## src/rtl/mem_copier_pkg.sv

```systemverilog
// Shared types and default sizes for the word-granular block copier.
// Fill mode is gated by the MEM_COPIER_FILL_EN macro in mem_block_copier.
package mem_copier_pkg;

  localparam int unsigned WordSizeDefault = 32;
  localparam int unsigned AddrSizeDefault = 32;
  localparam int unsigned LenSizeDefault  = 16;

  typedef enum logic [2:0] {
    StIdle  = 3'd0,
    StRead  = 3'd1,
    StWait  = 3'd2,
    StWrite = 3'd3,
    StDone  = 3'd4
  } state_e;

endpackage

```

## src/rtl/mem_copier_addr_gen.sv

```systemverilog
// Source/destination pointers and remaining word count for the block copier.
// Pointers wrap silently modulo 2^ADDRESS_SIZE.
module mem_copier_addr_gen
  import mem_copier_pkg::*;
#(
  parameter int unsigned ADDRESS_SIZE = AddrSizeDefault,
  parameter int unsigned LEN_SIZE     = LenSizeDefault
) (
  input  logic                    clk,
  input  logic                    rst_n,
  input  logic                    load_i,
  input  logic                    step_i,
  input  logic [ADDRESS_SIZE-1:0] src_i,
  input  logic [ADDRESS_SIZE-1:0] dst_i,
  input  logic [LEN_SIZE-1:0]     len_i,
  output logic [ADDRESS_SIZE-1:0] src_o,
  output logic [ADDRESS_SIZE-1:0] dst_o,
  output logic                    cnt_zero_next_o
);

  logic [ADDRESS_SIZE-1:0] src_q, src_d;
  logic [ADDRESS_SIZE-1:0] dst_q, dst_d;
  logic [LEN_SIZE-1:0]     cnt_q, cnt_d;

  always_comb begin
    src_d = src_q;
    dst_d = dst_q;
    cnt_d = cnt_q;
    if (load_i) begin
      src_d = src_i;
      dst_d = dst_i;
      cnt_d = len_i;
    end else if (step_i) begin
      src_d = src_q + ADDRESS_SIZE'(1);
      dst_d = dst_q + ADDRESS_SIZE'(1);
      cnt_d = cnt_q - LEN_SIZE'(1);
    end
  end

  always_ff @(posedge clk) begin
    if (!rst_n) begin
      src_q <= '0;
      dst_q <= '0;
      cnt_q <= '0;
    end else begin
      src_q <= src_d;
      dst_q <= dst_d;
      cnt_q <= cnt_d;
    end
  end

  assign src_o = src_q;
  assign dst_o = dst_q;
  // True when the step taken this cycle moves the last word.
  assign cnt_zero_next_o = (cnt_q == LEN_SIZE'(1));

endmodule

```

## src/rtl/mem_block_copier.sv

```systemverilog
// Block-copy memory master: alternating single-word reads and writes.
// Define MEM_COPIER_FILL_EN to add the Fill/FillPattern pattern-fill mode.
module mem_block_copier
  import mem_copier_pkg::*;
#(
  parameter int unsigned WORD_SIZE    = WordSizeDefault,
  parameter int unsigned ADDRESS_SIZE = AddrSizeDefault,
  parameter int unsigned LEN_SIZE     = LenSizeDefault
) (
  input  logic                    clk,
  input  logic                    rst_n,
  input  logic                    Start,
  input  logic [ADDRESS_SIZE-1:0] SrcAddr,
  input  logic [ADDRESS_SIZE-1:0] DstAddr,
  input  logic [LEN_SIZE-1:0]     Length,
`ifdef MEM_COPIER_FILL_EN
  input  logic                    Fill,
  input  logic [WORD_SIZE-1:0]    FillPattern,
`endif
  output logic                    Busy,
  output logic                    Done,
  output logic [ADDRESS_SIZE-1:0] Address,
  output logic [WORD_SIZE-1:0]    WriteData,
  output logic                    MemRead,
  output logic                    MemWrite,
  input  logic [WORD_SIZE-1:0]    ReadData
);

  state_e state_q, state_d;

  logic                    load;
  logic                    step;
  logic                    cnt_zero_next;
  logic [ADDRESS_SIZE-1:0] src_ptr;
  logic [ADDRESS_SIZE-1:0] dst_ptr;
  logic [WORD_SIZE-1:0]    buf_q;
  logic                    fill_start;
  logic                    fill_mode;
  logic [WORD_SIZE-1:0]    fill_word;

  assign load = (state_q == StIdle) && Start;
  assign step = (state_q == StWrite);

  mem_copier_addr_gen #(
    .ADDRESS_SIZE(ADDRESS_SIZE),
    .LEN_SIZE    (LEN_SIZE)
  ) u_addr_gen (
    .clk            (clk),
    .rst_n          (rst_n),
    .load_i         (load),
    .step_i         (step),
    .src_i          (SrcAddr),
    .dst_i          (DstAddr),
    .len_i          (Length),
    .src_o          (src_ptr),
    .dst_o          (dst_ptr),
    .cnt_zero_next_o(cnt_zero_next)
  );

`ifdef MEM_COPIER_FILL_EN
  logic                 fill_q;
  logic [WORD_SIZE-1:0] pattern_q;

  always_ff @(posedge clk) begin
    if (!rst_n) begin
      fill_q    <= 1'b0;
      pattern_q <= '0;
    end else if (load) begin
      fill_q    <= Fill;
      pattern_q <= FillPattern;
    end
  end

  assign fill_start = Fill;
  assign fill_mode  = fill_q;
  assign fill_word  = pattern_q;
`else
  assign fill_start = 1'b0;
  assign fill_mode  = 1'b0;
  assign fill_word  = '0;
`endif

  always_ff @(posedge clk) begin
    if (!rst_n) begin
      state_q <= StIdle;
    end else begin
      state_q <= state_d;
    end
  end

  // Read data arrives the cycle after MemRead, i.e. during WAIT.
  always_ff @(posedge clk) begin
    if (!rst_n) begin
      buf_q <= '0;
    end else if (state_q == StWait) begin
      buf_q <= ReadData;
    end
  end

  always_comb begin
    state_d = state_q;
    unique case (state_q)
      StIdle: begin
        if (Start) begin
          if (Length == '0) begin
            state_d = StDone;
          end else begin
            state_d = fill_start ? StWrite : StRead;
          end
        end
      end
      StRead:  state_d = StWait;
      StWait:  state_d = StWrite;
      StWrite: begin
        if (cnt_zero_next) begin
          state_d = StDone;
        end else begin
          state_d = fill_mode ? StWrite : StRead;
        end
      end
      StDone:  state_d = StIdle;
      default: state_d = StIdle;
    endcase
  end

  always_comb begin
    Busy      = 1'b0;
    Done      = 1'b0;
    MemRead   = 1'b0;
    MemWrite  = 1'b0;
    Address   = '0;
    WriteData = '0;
    unique case (state_q)
      StRead: begin
        Busy    = 1'b1;
        MemRead = 1'b1;
        Address = src_ptr;
      end
      StWait: Busy = 1'b1;
      StWrite: begin
        Busy      = 1'b1;
        MemWrite  = 1'b1;
        Address   = dst_ptr;
        WriteData = fill_mode ? fill_word : buf_q;
      end
      StDone:  Done = 1'b1;
      default: ;
    endcase
  end

endmodule

```

## config.mk

```make
export PLATFORM = sky130hd
export DESIGN_NAME = mem_block_copier
export DESIGN_NICKNAME = d
export VERILOG_FILES = /design/src/rtl/mem_copier_pkg.sv /design/src/rtl/mem_copier_addr_gen.sv /design/src/rtl/mem_block_copier.sv
export SDC_FILE = /design/constraint.sdc
export NUM_CORES = 1
export LEC_CHECK = 0
export ABC_AREA = 1
export BUFFER_PORTS_ARGS = -buffer_cell sky130_fd_sc_hd__clkbuf_2
export CAP_MARGIN = 10
export CORE_ASPECT_RATIO = 1.4
export CORE_MARGIN = 2
export CORE_UTILIZATION = 32
export DETAILED_ROUTE_END_ITERATION = 8
export PLACE_DENSITY = 0.55
export SETUP_SLACK_MARGIN = 0.1
export SLEW_MARGIN = 20
export SYNTH_ARGS = -nofsm -noshare
export SYNTH_HDL_FRONTEND = slang
export SYNTH_HIERARCHICAL = 1
export SYNTH_SLANG_ARGS = --single-unit
export TNS_END_PERCENT = 10
```

## constraint.sdc

```tcl
create_clock -name clk -period 2 [get_ports clk]
set_clock_uncertainty 0.15 [all_clocks]
set_input_delay 0 -clock clk [delete_from_list [all_inputs] [get_ports clk]]
set_output_delay 0 -clock clk [all_outputs]
set_load 0.02 [all_outputs]
```

==> metrics.txt <==
Crit Path Category flip-flop to primary output; Leakage Power 4.331 nW; IO Count 183; n_diodes 0; MaxCap Viol Count 0; Worst setup EP type primary output; area grow syn2layout 47.95%; CP required 1.85 ns; Via density 4.959; final hold vios 0; CTS root buffer clkbuf_16; minimum clock period 1.881 ns; Fillers 2,270; Tcrit/Tclk final 0.9403; Yosys top cell by area dfxtp_1; 1st-pass router iterations 6; critical path peak fanout 16; Site Rows 65; GRT Overall Usage 0.2252; initial cell density of the core 0.3221; asr flop ratio synth 0; Residual DRC 0; Setup crit start kind flip-flop; Worst slew margin 0.5927; Buffers on Ports 182; multi-input logic area 4263 um^2; Slew @ Worst Pin 0.6109 ns; number of library cell types mapped by synthesis 37; total die area 23,750 um^2; share of the synthesized area in the top cell type 0.3196; GR Overflow Total 0; Final nets 1,561; setup violators final 0; final cell count without fillers 1,756; synth top area cells dfxtp_1 (32%), nand2_1 (16%), nor2_1 (7.9%), a21oi_1 (6.9%), inv_1 (5.2%); via count 8,708; drt total wl 27,980 um; CTS Sinks 115; Hold Crit Start ReadData[24]; crit path DAT 1.73 ns; Clock Latency Late Sink 0.42 ns; Syn Std Cell Area 7204 um^2; worst r2r src state_q[1]; dpl cell area 8581 um^2; Mapped Cells 1,126; Pins Over Slew Limit 0; Die H 181.5 um; placer congestion estimate 0.9639; Synth Area per Inst 6.398 um^2; Max Freq 531.8 MHz; Placed Cells 1,593; worst setup path startpoint state_q[2]; RSZ-0062 raised after global routing yes; register area share after synthesis 0.3196; WL per Instance 15.93 um; register area 2311 um^2; Post-synth EDFFs 0; post-detail-place hpwl 19,170 um; ANT nets after route 0; largest net degree at the start of global routing 72; layout cells sized above 1 0.2158; P per Cell Area 777.0 nW/um^2; Starting DRT DRC Count 657; #FFs+latches synth 115; syn nets 1,245; Finished Cell Area 10,660 um^2; Die Wd 130.8 um; first-pass GRT wire length 41,760 um; synth warn 6; final setup TNS 0 ns; CTS tree done; H-Tree Depth 4; Hold Crit Class input pin to flip-flop; VDD IR-drop max 646.9 uV; Worst-path clk slew 0.06 ns; outcome finished clean; total CTS buffers 17; core area 22,370 um^2; vias in the first global route 8,133; clk buf depth 2; total power 8.282 mW; initial antenna violation count 0; most common flop cell mapped by yosys dfxtp_1
## per-stage QoR
step / hold WS (ns) / worst slack [ns] / utilization
after CTS: 0.2131 / 0.04526 / 0.4681
after detailed placement: 0.1194 / 0.03518 / 0.3837
final: 0.2270 / 0.1195 / 0.4766
after floorplan: -0.01163 / 0.1236 / -
after global placement: 0.1125 / 0.06050 / 0.3837
after global routing: 0.2326 / 0.05824 / 0.4766
## where the power goes
| group | internal (mW) | switching (mW) |
|---|---|---|
| registers | 2.59 | 0.318 |
| clock network | 1.94 | 1.18 |
| logic | 0.984 | 1.27 |
## placed cells by master, fill, tap and decap left out, drive strengths merged, types with 3 or more instances in the layout
master,netlist,final
a21oi,100,100
a22o,32,32
a22oi,49,49
a31oi,10,10
buf,34,45
clkbuf,15,207
clkinv,1,6
clkinvlp,0,3
dfxtp,115,115
dlygate4sd3,0,115
ha,4,4
inv,106,107
nand2,313,313
nand3,63,63
nand4,4,4
nor2,176,176
nor3,5,5
o21ai,60,60
o21bai,5,5
xnor2,7,7
xor2,16,16
## sequential cells by signal (all words and copies together) (netlist names)
signal and cells:
u_addr_gen/src_o 32, u_addr_gen/cnt_q 16, u_addr_gen/dst_o 32, buf_q 32
state_q 3
## worst max-delay path: stages, from the launching register on
cell and delay, ns:
dfxtp_4 0.35, buf_12 0.13, nor3_4 0.14, buf_12 0.14, buf_12 0.14, a22o_1 0.20, clkbuf_2 0.20
## metal layers
metal  part of all wire  GRT usage  wire length (um)
met1               0.42     0.2701             11720
met5                  0          0                 0
met3              0.057    0.03830              1589
met2               0.50     0.3985             13960
met4              0.025    0.07957               713
## layout make-up
| cell class | count | area share |
|---|---|---|
| Multi-Input combinational cell | 855 | 0.3999 |
| Timing Repair Buffer | 346 | 0.2534 |
| Sequential cell | 115 | 0.2168 |
| Clock buffer | 21 | 0.04414 |
| Inverter | 107 | 0.03838 |
| Tap cell | 301 | 0.03533 |
| Clock inverter | 11 | 0.01197 |
## cells in the mapped netlist, types with 10 or more instances
| master | n |
|---|---|
| nand2_1 | 306 |
| nor2_1 | 152 |
| dfxtp_1 | 115 |
| a21oi_1 | 100 |
| inv_1 | 99 |
| nand3_1 | 61 |
| a22oi_1 | 49 |
| a22o_1 | 32 |
| o21ai_0 | 31 |
| o21ai_1 | 29 |
| nor2_2 | 17 |
| xor2_1 | 16 |
| buf_2 | 15 |
| clkbuf_1 | 15 |
| buf_4 | 13 |
| a31oi_1 | 10 |
## timing repair
action	in CTS	in global routing
pin swaps	3	4
setup endpoints to repair	55	112
endpoints found under the hold margin	114	0
cloned	1	4
setup buffers	6	5
gates resized for setup	12	16
hold buffers	115	0
## worst paths after layout
kind / endpoint / slack (ns) / cells after the start
worst max register to register: u_addr_gen/src_o[9] / 0.15 / 9
worst min register to register: buf_q[15] / 0.30 / 2
worst max-delay path: Address[4] / 0.12 / 6
worst min-delay path: buf_q[24] / 0.23 / 4
## logic make-up (layout without fill, tap and decap cells)
family,Yosys count,count (layout),share of synthesized area
fa+ha+maj,4,4,0.006947
buf+inv,156,485,0.09378
xor+xnor,23,23,0.02796
simple gates,567,567,0.3317
flops,115,115,0.3196
compound gates,261,261,0.2200
No activity file was read; power rests on OpenSTA's default activity.
